File: src/rtl/mod_dds_seq.sv
`default_nettype none
// ============================================================================
// Module   : mod_dds_seq
// Purpose  : Table-driven sequencer for one mod_dds modulated DDS channel.
//            Firmware loads up to NE register profiles into a local
//            flip-flop table and issues start. Each profile is played as:
//            LOAD (drive register set, pulse WE_REG), SETTLE cycles of
//            register settling, RUN (trigger high for DUR cycles), GAP
//            (trigger low). An optional loop wraps back to entry 0.
// Ports    : clk, rstn             clock, asynchronous active-low reset
//            cfg_we/addr/data      table write port (always accepted)
//            cfg_len, cfg_loop     play length and loop flag, sampled at start
//            start, stop           single-cycle start / abort requests
//            WAIT_REG..POFF_REG    mod_dds register set (registered)
//            WE_REG, trigger       mod_dds write strobe and trigger
//            busy, idx, done       status: active, current entry, completion
// Entry    : LSB first: WAIT[BT], FMOD_C0..C5[18], FMOD_G[18], AMOD_C0[16],
//            AMOD_C1[16], POFF[18], DUR[BT]
// Revision : 1.0 - initial release
// ============================================================================
module mod_dds_seq #(
    parameter int BT     = 16,
    parameter int NE     = 8,
    parameter int AW     = 3,
    parameter int SETTLE = 2,
    parameter int GAP    = 2
) (
    input  logic                 clk,
    input  logic                 rstn,
    input  logic                 cfg_we,
    input  logic [AW-1:0]        cfg_addr,
    input  logic [2*BT+176-1:0]  cfg_data,
    input  logic [AW:0]          cfg_len,
    input  logic                 cfg_loop,
    input  logic                 start,
    input  logic                 stop,
    output logic [BT-1:0]        WAIT_REG,
    output logic [17:0]          FMOD_C0_REG,
    output logic [17:0]          FMOD_C1_REG,
    output logic [17:0]          FMOD_C2_REG,
    output logic [17:0]          FMOD_C3_REG,
    output logic [17:0]          FMOD_C4_REG,
    output logic [17:0]          FMOD_C5_REG,
    output logic [17:0]          FMOD_G_REG,
    output logic [15:0]          AMOD_C0_REG,
    output logic [15:0]          AMOD_C1_REG,
    output logic [17:0]          POFF_REG,
    output logic                 WE_REG,
    output logic                 trigger,
    output logic                 busy,
    output logic [AW-1:0]        idx,
    output logic                 done
);

    localparam int EW      = 2*BT + 176;
    localparam int OFF_FC0 = BT;
    localparam int OFF_FG  = BT + 108;
    localparam int OFF_AC0 = BT + 126;
    localparam int OFF_AC1 = BT + 142;
    localparam int OFF_PO  = BT + 158;
    localparam int OFF_DUR = BT + 176;

    // Counter reload values; SETTLE=0 skips the SETTLE state entirely.
    localparam logic [BT-1:0] c_settle_m1 = BT'((SETTLE > 0) ? SETTLE - 1 : 0);
    localparam logic [BT-1:0] c_gap_m1    = BT'(GAP - 1);

    typedef enum logic [2:0] {
        S_IDLE   = 3'd0,
        S_LOAD   = 3'd1,
        S_SETTLE = 3'd2,
        S_RUN    = 3'd3,
        S_GAP    = 3'd4,
        S_FIN    = 3'd5
    } state_t;

    state_t          state_q;
    logic [EW-1:0]   tbl_q [NE];
    logic [AW:0]     len_q;
    logic            loop_q;
    logic [BT-1:0]   dur_q;
    logic [BT-1:0]   cnt_q;

    logic [AW-1:0]   idx_d;
    logic            last_d;
    logic            go_load_d;
    logic [EW-1:0]   ent_d;
    logic [BT-1:0]   ent_dur_d;

    // Profile table: plain flip-flops, no reset, writable at any time.
    always_ff @(posedge clk) begin
        if (cfg_we) begin
            tbl_q[cfg_addr] <= cfg_data;
        end
    end

    // Entry selection for the next LOAD: idx+1 mid-sequence, 0 on start/wrap.
    always_comb begin
        last_d    = (({1'b0, idx} + {{AW{1'b0}}, 1'b1}) >= len_q);
        idx_d     = (state_q == S_GAP && !last_d) ? idx + 1'b1 : '0;
        go_load_d = !stop &&
                    ((state_q == S_IDLE && start && cfg_len != '0) ||
                     (state_q == S_GAP && cnt_q == '0 && (!last_d || loop_q)));
        ent_d     = tbl_q[idx_d];
        ent_dur_d = ent_d[OFF_DUR +: BT];
    end

    always_ff @(posedge clk or negedge rstn) begin
        if (!rstn) begin
            state_q     <= S_IDLE;
            len_q       <= '0;
            loop_q      <= 1'b0;
            dur_q       <= '0;
            cnt_q       <= '0;
            WAIT_REG    <= '0;
            FMOD_C0_REG <= '0;
            FMOD_C1_REG <= '0;
            FMOD_C2_REG <= '0;
            FMOD_C3_REG <= '0;
            FMOD_C4_REG <= '0;
            FMOD_C5_REG <= '0;
            FMOD_G_REG  <= '0;
            AMOD_C0_REG <= '0;
            AMOD_C1_REG <= '0;
            POFF_REG    <= '0;
            WE_REG      <= 1'b0;
            trigger     <= 1'b0;
            busy        <= 1'b0;
            idx         <= '0;
            done        <= 1'b0;
        end else begin
            WE_REG <= 1'b0;
            done   <= 1'b0;

            if (stop && state_q != S_IDLE) begin
                // Abort: no done pulse, trigger drops on this edge.
                state_q <= S_IDLE;
                trigger <= 1'b0;
                busy    <= 1'b0;
            end else begin
                case (state_q)
                    S_IDLE: begin
                        if (start && !stop) begin
                            len_q  <= cfg_len;
                            loop_q <= cfg_loop;
                            busy   <= 1'b1;
                            if (cfg_len == '0) begin
                                state_q <= S_FIN;
                                done    <= 1'b1;
                            end else begin
                                state_q <= S_LOAD;
                            end
                        end
                    end
                    S_LOAD: begin
                        if (SETTLE == 0) begin
                            state_q <= S_RUN;
                            trigger <= 1'b1;
                            cnt_q   <= dur_q - 1'b1;
                        end else begin
                            state_q <= S_SETTLE;
                            cnt_q   <= c_settle_m1;
                        end
                    end
                    S_SETTLE: begin
                        if (cnt_q == '0) begin
                            state_q <= S_RUN;
                            trigger <= 1'b1;
                            cnt_q   <= dur_q - 1'b1;
                        end else begin
                            cnt_q <= cnt_q - 1'b1;
                        end
                    end
                    S_RUN: begin
                        if (cnt_q == '0) begin
                            state_q <= S_GAP;
                            trigger <= 1'b0;
                            cnt_q   <= c_gap_m1;
                        end else begin
                            cnt_q <= cnt_q - 1'b1;
                        end
                    end
                    S_GAP: begin
                        if (cnt_q == '0) begin
                            if (go_load_d) begin
                                state_q <= S_LOAD;
                            end else begin
                                state_q <= S_FIN;
                                done    <= 1'b1;
                            end
                        end else begin
                            cnt_q <= cnt_q - 1'b1;
                        end
                    end
                    S_FIN: begin
                        state_q <= S_IDLE;
                        busy    <= 1'b0;
                    end
                    default: begin
                        state_q <= S_IDLE;
                        trigger <= 1'b0;
                        busy    <= 1'b0;
                    end
                endcase

                // Register set is captured on entry to LOAD so that later
                // table writes cannot disturb the profile being played.
                if (go_load_d) begin
                    idx         <= idx_d;
                    WE_REG      <= 1'b1;
                    WAIT_REG    <= ent_d[0 +: BT];
                    FMOD_C0_REG <= ent_d[OFF_FC0      +: 18];
                    FMOD_C1_REG <= ent_d[OFF_FC0 + 18 +: 18];
                    FMOD_C2_REG <= ent_d[OFF_FC0 + 36 +: 18];
                    FMOD_C3_REG <= ent_d[OFF_FC0 + 54 +: 18];
                    FMOD_C4_REG <= ent_d[OFF_FC0 + 72 +: 18];
                    FMOD_C5_REG <= ent_d[OFF_FC0 + 90 +: 18];
                    FMOD_G_REG  <= ent_d[OFF_FG  +: 18];
                    AMOD_C0_REG <= ent_d[OFF_AC0 +: 16];
                    AMOD_C1_REG <= ent_d[OFF_AC1 +: 16];
                    POFF_REG    <= ent_d[OFF_PO  +: 18];
                    // A zero duration still produces a one-cycle trigger.
                    dur_q       <= (ent_dur_d == '0) ? {{(BT-1){1'b0}}, 1'b1} : ent_dur_d;
                end
            end
        end
    end

endmodule
`default_nettype wire

File: config.mk
export PLATFORM = sky130hd
export DESIGN_NAME = mod_dds_seq
export DESIGN_NICKNAME = d
export VERILOG_FILES = /design/src/rtl/mod_dds_seq.sv
export SDC_FILE = /design/constraint.sdc
export NUM_CORES = 2
export LEC_CHECK = 0
export ABC_CLOCK_PERIOD_IN_PS = 4680
export CORE_ASPECT_RATIO = 0.7
export CORE_MARGIN = 3
export CORE_UTILIZATION = 30
export DETAILED_ROUTE_END_ITERATION = 6
export PLACE_DENSITY = 0.5
export SETUP_SLACK_MARGIN = 0.2
export SLEW_MARGIN = 0
export SYNTH_ARGS = -nofsm -noshare
export SYNTH_HDL_FRONTEND = slang
export SYNTH_SLANG_ARGS = --single-unit
File: constraint.sdc
create_clock -name clk -period 4.68 [get_ports clk]
set_clock_uncertainty 0.15 [all_clocks]
set_input_delay 0.702 -clock clk [delete_from_list [all_inputs] [get_ports clk]]
set_output_delay 0.702 -clock clk [all_outputs]
set_load 0.05 [all_outputs]
# Yosys cells after proc, flatten, opt, wreduce, memory -nomap -nowiden
# Memory sizes are Yosys's and may differ from the RTL's.
# Index checks and enable logic that the tools add are counted.
dict set report classes {
  n_mux 31
  eq_ne 12
  n_reduce_logical 27
  bitwise_logic 1
  add_sub_neg 4
  magnitude_cmp 1
}
# op n
set ops {}
lappend ops {{$mux 16} 4}
lappend ops {{$pmux 16 s4} 1}
lappend ops {{$logic_not 16->1} 2}
lappend ops {{$sub 16x1->16 const B} 2}
lappend ops {{$mux 3} 8}
lappend ops {{$pmux 3 s5} 1}
lappend ops {{$mux 1} 14}
lappend ops {{$reduce_and 3->1} 3}
lappend ops {{$logic_and 1x1->1} 8}
lappend ops {{$reduce_bool 4->1} 2}
lappend ops {{$reduce_or 4->1} 2}
lappend ops {{$eq 3x2->1 const B} 2}
lappend ops {{$eq 3x3->1 const B} 2}
lappend ops {{$ne 3x1->1 const B} 2}
lappend ops {{$ne 3x3->1 const B} 2}
lappend ops {{$add 3x1->4 const B} 1}
lappend ops {{$ge 4x4->1} 1}
lappend ops {{$logic_not 4->1} 1}
lappend ops {{$ne 2x1->1 const B} 2}
lappend ops {{$pmux 1 s2} 2}
lappend ops {{$reduce_and 2->1} 2}
lappend ops {{$reduce_and 4->1} 1}
lappend ops {{$add 3x1->3 const B} 1}
lappend ops {{$eq 3x1->1 const B} 1}
lappend ops {{7 further kinds} 9}
dict set report word_totals {
  mem_count 1
  out_inout_bits 199
  regBits 239
  word_cells 98
  input_bits 221
  ram_bits 1664
}
# memory depth word_bits read_ports rd_clocked_by_memory_dff write_ports line_no
set mem_list {}
lappend mem_list {tbl_q 8 208 1 0 1 77} ;# logic [EW-1:0] tbl_q [NE];

# Logic depth before layout (Yosys ltp)
dict set report depth {
  word_depth 11
  mapped_depth 15
  ltp_nobuf 11
}

# Worst setup path before layout
# OpenSTA, ideal clock, no wires.
dict set report synth_path {
  kind {in2reg}
  startpoint {in cfg_addr[1]}
  endpoint {mem tbl_q[0][0] in the netlist's numbering (enable)}
  setup_time_ns 1.034
  n_path_buf 0
  t_required_ns 3.496
  setup_slack_ns -11.502
  stages 1
  t_arrival_ns 14.998
  cell_sequence {nor3_1}
}
# item line_no
set synth_rtl {}
lappend synth_rtl {{from (decl)} 31} ;# input logic [AW-1:0] cfg_addr,
lappend synth_rtl {{to (decl)} 77}
# No word-level cell before the write port.

# Final worst setup path
dict set report layout_path {
  startpoint {reg idx[0]}
  endpoint {reg FMOD_C3_REG[12]}
}
dict set report layout_between {
  elab_chain_len 8
  elab_cells_between_ends 12
  classes_between {add/sub: 2; order compare: 1; mux: 1; reduce/logical: 7; memory: 1}
}
# item line_no
set layout_rtl {}
lappend layout_rtl {{from (decl)} 51} ;# output logic [AW-1:0] idx,
lappend layout_rtl {{from (signal assigned)} 208} ;# idx <= idx_d;
lappend layout_rtl {{parallel branches: the longest is 8 deep, another holds $mem_v2 8x208} -}
lappend layout_rtl {{to (signal assigned)} 214} ;# FMOD_C3_REG <= ent_d[OFF_FC0 + 54 +: 18];
lappend layout_rtl {{to (decl)} 41} ;# output logic [17:0] FMOD_C3_REG,
# Several ways; the timed one is not identified.
# A chain may end at the register's enable or synchronous reset.

==> out/summary.md <==
Clock network
• **Reg clk slew, reported paths** 0.06 ns
• **Num Clock Sinks** 1903
• **clock latency reported for the late side of the worst-skew pair** 0.84 ns
• **clock tree from TritonCTS** done
• **Max Buffers Root-to-Sink** 4
• **H-tree lvl count** 4
• **Root Buffer Master** sky130_fd_sc_hd__clkbuf_16
• **number of buffers created by CTS** 193

Power and ir drop
• **Internal Power** 30400 uW
• **clock network fraction of design power** 36.4%
• **part of the power in combinational logic** 14.6%
• **register share of total power** 49.0%
• **Power Density** 483 mW/mm2
• **worst ir drop on vdd** 0.000356 V
• **leakage power of the design** 0.0278 uW
• **total net switching power** 11500 uW
• **switching power share of the total** 27.4%

Timing
• **headroom to the max-slew limit** 24.4%
• **number of endpoints failing setup at the final stage** 0
• **slew at the pin closest to its max-slew limit** 1.13 ns
• **worst-case hold slack** 0.330 ns
• **count of final hold-check violations** 0
• **post-route minimum period** 4.08 ns
• **RSZ-0062 raised after global routing** no
• **pins over their slew limit** 0
• **Max Clk Rate** 0.245 GHz
• **share of the clock period used by the worst path after layout** 87.1%

Floorplan
• **placeable core region** 0.234 mm2
• **floorplan die height** 413 um
• **area enclosed by the die boundary** 0.243 mm2
• **starting density of the core** 30.4%
• **Chip Width** 588 um
• **number of primary I/O pins** 420
• **Placement Rows** 148

Synthesis
• **area share of and/or/nand/nor cells after synthesis** 2.23%
• **leading cell types by total area after synthesis** sky130_fd_sc_hd__edfxtp_1, sky130_fd_sc_hd__dfrtp_1, sky130_fd_sc_hd__mux2i_1
• **gate count after technology mapping** 4309
• **dominant combinational cell family by area after synthesis** compound AO/OA/AOI/OAI gates
• **portion of synthesized cell area occupied by the leading cell type** 70.3%
• **share of flip-flops with an asynchronous set or reset** 12.6%
• **synthesized net count** 4538
• **count of warnings emitted by yosys** 0
• **Avg Cell Area, Syn** 16.5 um2
• **library cell occupying the most area in the post-synthesis netlist** sky130_fd_sc_hd__edfxtp_1
• **Post-synth EDFFs** 1664
• **multiplexer fraction of the synthesized cell area** 6.11%
• **register bit count reported by yosys** 1903
• **total standard cell area after synthesis** 0.0711 mm2
• **Post-Synth XOR/XNOR Area** 0.209%
• **adder-cell share of the synthesized area** 0.141%
• **part of the Yosys area used for sequential elements** 78.7%
• **Synth Area in Compound Gates** 10.9%
• **Synth cell types** 64
• **Synth Flop Type** sky130_fd_sc_hd__edfxtp_1

Worst setup path
• **CP cell instances** ha_1 > ha_1 > or3b_2 > a21oi_2 > buf_4 > nand2_4 > buf_12 > buf_4 > a211oi_1 > a21oi_1 > o21ai_0
• **category of the most critical setup path** register to register
• **Max stage delay cell, worst path** sky130_fd_sc_hd__or3b_2
• **Buf+Inv Stages, Crit Path** 3
• **CP arrival** 4.64 ns
• **type of destination of the critical path** register
• **critical path peak fanout** 108
• **stage delay of the slowest cell on the critical path** 0.54 ns
• **startpoint class of the critical path** register
• **kind of cell with the highest combined delay on the critical path** buffers and inverters
• **required time worst endpoint** 5.25 ns

Placed design
• **number of port buffers** 419
• **final RePlAce weighted congestion** 0.740
• **Placed Cells** 7780
• **Detailed Place HPWL** 112000 um

Global routing
• **Total GRT Usage** 15.6%
• **GRT overflow** 0
• **pin count of the biggest net entering global routing** 139
• **vias in the first global route** 40100
• **first-pass GRT wire length** 284000 um
• **antenna violations before repair** 31

Routing
• **final routed DRC violation total** 0
• **Via-to-Cell Ratio** 4.90
• **DR WL/cell** 24.0 um
• **initial detailed-routing violation count** 3005
• **post-route ant nets** 0
• **number of search-and-repair iterations in the first detailed-routing pass** 5
• **number of vias after detailed routing** 39900
• **WL final** 196000 um

Final layout
• **post-layout instance count excluding filler cells** 8144
• **fraction of layout cells with a size suffix above 1** 10.2%
• **Area growth syn-to-layout** 21.9%
• **fin nets** 5055

Flow run
• **count of maximum capacitance violations** 0

Min path
• **worst min-delay path category** register to register

Outcome
• **run status** finished clean

-- cell families after synthesis --
family,Yosys count
AOI/OAI and AO/OA,1299
muxes,418
buffers and inverters,295
DFF,1903
xor gates and xnor gates,17
and+or+nand+nor,369
adders and majority gates,8
-- worst register-to-register path, cell delays in order (launching register included) --
cell	delay, ns
sky130_fd_sc_hd__dfrtp_1	0.43
sky130_fd_sc_hd__ha_1	0.34
sky130_fd_sc_hd__ha_1	0.21
sky130_fd_sc_hd__or3b_2	0.54
sky130_fd_sc_hd__a21oi_2	0.36
sky130_fd_sc_hd__buf_4	0.24
sky130_fd_sc_hd__nand2_4	0.14
sky130_fd_sc_hd__buf_12	0.21
sky130_fd_sc_hd__buf_4	0.79
sky130_fd_sc_hd__a211oi_1	0.30
sky130_fd_sc_hd__a21oi_1	0.11
sky130_fd_sc_hd__o21ai_0	0.18
-- cell usage after synthesis (5+ instances only) --
cell type	number
sky130_fd_sc_hd__a21o_1	8
sky130_fd_sc_hd__nor2_1	41
sky130_fd_sc_hd__mux2_2	5
sky130_fd_sc_hd__nand2_1	260
sky130_fd_sc_hd__o22ai_1	390
sky130_fd_sc_hd__xor2_1	6
sky130_fd_sc_hd__nand2b_1	9
sky130_fd_sc_hd__a21oi_1	417
sky130_fd_sc_hd__o21ai_0	182
sky130_fd_sc_hd__mux2i_1	401
sky130_fd_sc_hd__a22oi_1	6
sky130_fd_sc_hd__edfxtp_1	1664
sky130_fd_sc_hd__buf_1	11
sky130_fd_sc_hd__buf_2	91
sky130_fd_sc_hd__nand3_1	6
sky130_fd_sc_hd__a22o_1	6
sky130_fd_sc_hd__ha_1	8
sky130_fd_sc_hd__dfrtp_1	239
sky130_fd_sc_hd__xnor2_1	11
sky130_fd_sc_hd__nor4_1	12
sky130_fd_sc_hd__or3_1	6
sky130_fd_sc_hd__o21ai_1	49
sky130_fd_sc_hd__nor3_1	12
sky130_fd_sc_hd__a221oi_1	7
sky130_fd_sc_hd__inv_1	10
sky130_fd_sc_hd__mux4_2	12
sky130_fd_sc_hd__a211oi_1	200
sky130_fd_sc_hd__clkbuf_1	181
-- per-layer routing --
layer | GRT usage [%] | part of all wire [%]
met1 | 22.9 | 47
met2 | 23.9 | 46
met3 | 2.93 | 4.9
met4 | 3.84 | 2.0
met5 | 0 | 0.066
-- what timing repair did --
item / CTS / global route
endpoints found under the hold margin: 74 / 0
hold buffers: 1 / 0
buffers inserted: 0 / 0
gates resized for setup: 0 / 0
-- path summary, 6_finish.rpt --
path	start	to	slack [ns]	depth (start not counted)
worst max-delay path	idx[0]$_DFFE_PN0P_	FMOD_C3_REG[12]$_DFFE_PN0P_	0.60	11
worst min-delay path	WAIT_REG[14]$_DFFE_PN0P_	WAIT_REG[14]$_DFFE_PN0P_	0.33	2
worst max register to register	idx[0]$_DFFE_PN0P_	FMOD_C3_REG[12]$_DFFE_PN0P_	0.60	11
worst min register to register	WAIT_REG[14]$_DFFE_PN0P_	WAIT_REG[14]$_DFFE_PN0P_	0.33	2
max in group asynchronous	rstn	FMOD_C2_REG[2]$_DFFE_PN0P_	2.87	3
min in group asynchronous	rstn	cnt_q[7]$_DFFE_PN0P_	0.38	2
-- state kept, by name, summed over array words and instances (netlist names), 3 cells and up --
name and flops:
FMOD_C4_REG 18, tbl_q 1664, FMOD_G_REG 18, FMOD_C5_REG 18
WAIT_REG 16, len_q 4, POFF_REG 18, FMOD_C1_REG 18
dur_q 16, FMOD_C3_REG 18, AMOD_C0_REG 16, FMOD_C2_REG 18
state_q 3, cnt_q 16, idx 3, AMOD_C1_REG 16
FMOD_C0_REG 18
-- through the flow --
step / power (uW) / util, % / setup slack [ns] / instance area, um2 / setup TNS, ns
after global routing: 43400 / 37.0 / 0.441 / 86600 / 0
final: 41800 / 37.0 / 0.602 / 86600 / 0
after global placement: 27000 / 34.4 / 0.690 / 80400 / 0
after detailed placement: 27000 / 34.4 / 0.630 / 80400 / 0
after CTS: 42400 / 37.0 / 0.637 / 86600 / 0
after floorplan: 24200 / - / -1.77 / 71200 / -708.66
-- power by group through the flow --
stage | Sequential [uW] | Combinational [uW] | Clock (uW)
floorplan | 22800 | 1410 | 0
global placement | 20800 | 6130 | 0
detailed placement | 20900 | 6150 | 0
CTS | 20500 | 6170 | 15700
global route | 20600 | 6480 | 16400
finish | 20500 | 6090 | 15200
-- layout make-up --
cell class | count | area, um2
Clock buffer | 282 | 5460
Clock inverter | 67 | 706
Antenna cell | 14 | 35.0
Inverter | 10 | 37.5
Tap cell | 3150 | 3940
Multi-Input combinational cell | 2111 | 14000
Sequential cell | 1903 | 55900
Timing Repair Buffer | 607 | 6480
Fill cell | 22000 | 147000
-- cells in the final DEF (no fill, tap or decap), types with 12 or more instances in the layout --
| master | Yosys | final |
|---|---|---|
| sky130_fd_sc_hd__a211oi_1 | 200 | 200 |
| sky130_fd_sc_hd__a21oi_1 | 417 | 417 |
| sky130_fd_sc_hd__buf_12 | 0 | 69 |
| sky130_fd_sc_hd__buf_4 | 1 | 118 |
| sky130_fd_sc_hd__bufinv_16 | 0 | 12 |
| sky130_fd_sc_hd__clkbuf_1 | 181 | 61 |
| sky130_fd_sc_hd__clkbuf_16 | 0 | 194 |
| sky130_fd_sc_hd__clkbuf_8 | 0 | 27 |
| sky130_fd_sc_hd__clkdlybuf4s50_1 | 0 | 418 |
| sky130_fd_sc_hd__clkinv_2 | 0 | 27 |
| sky130_fd_sc_hd__dfrtp_1 | 239 | 239 |
| sky130_fd_sc_hd__diode_2 | 0 | 14 |
| sky130_fd_sc_hd__edfxtp_1 | 1664 | 1664 |
| sky130_fd_sc_hd__mux2i_1 | 401 | 401 |
| sky130_fd_sc_hd__mux4_2 | 12 | 12 |
| sky130_fd_sc_hd__nand2_1 | 260 | 258 |
| sky130_fd_sc_hd__nor2_1 | 41 | 35 |
| sky130_fd_sc_hd__nor4_1 | 12 | 12 |
| sky130_fd_sc_hd__o21ai_0 | 182 | 182 |
| sky130_fd_sc_hd__o21ai_1 | 49 | 49 |
| sky130_fd_sc_hd__o22ai_1 | 390 | 390 |
(Power assumes the default switching activity.)
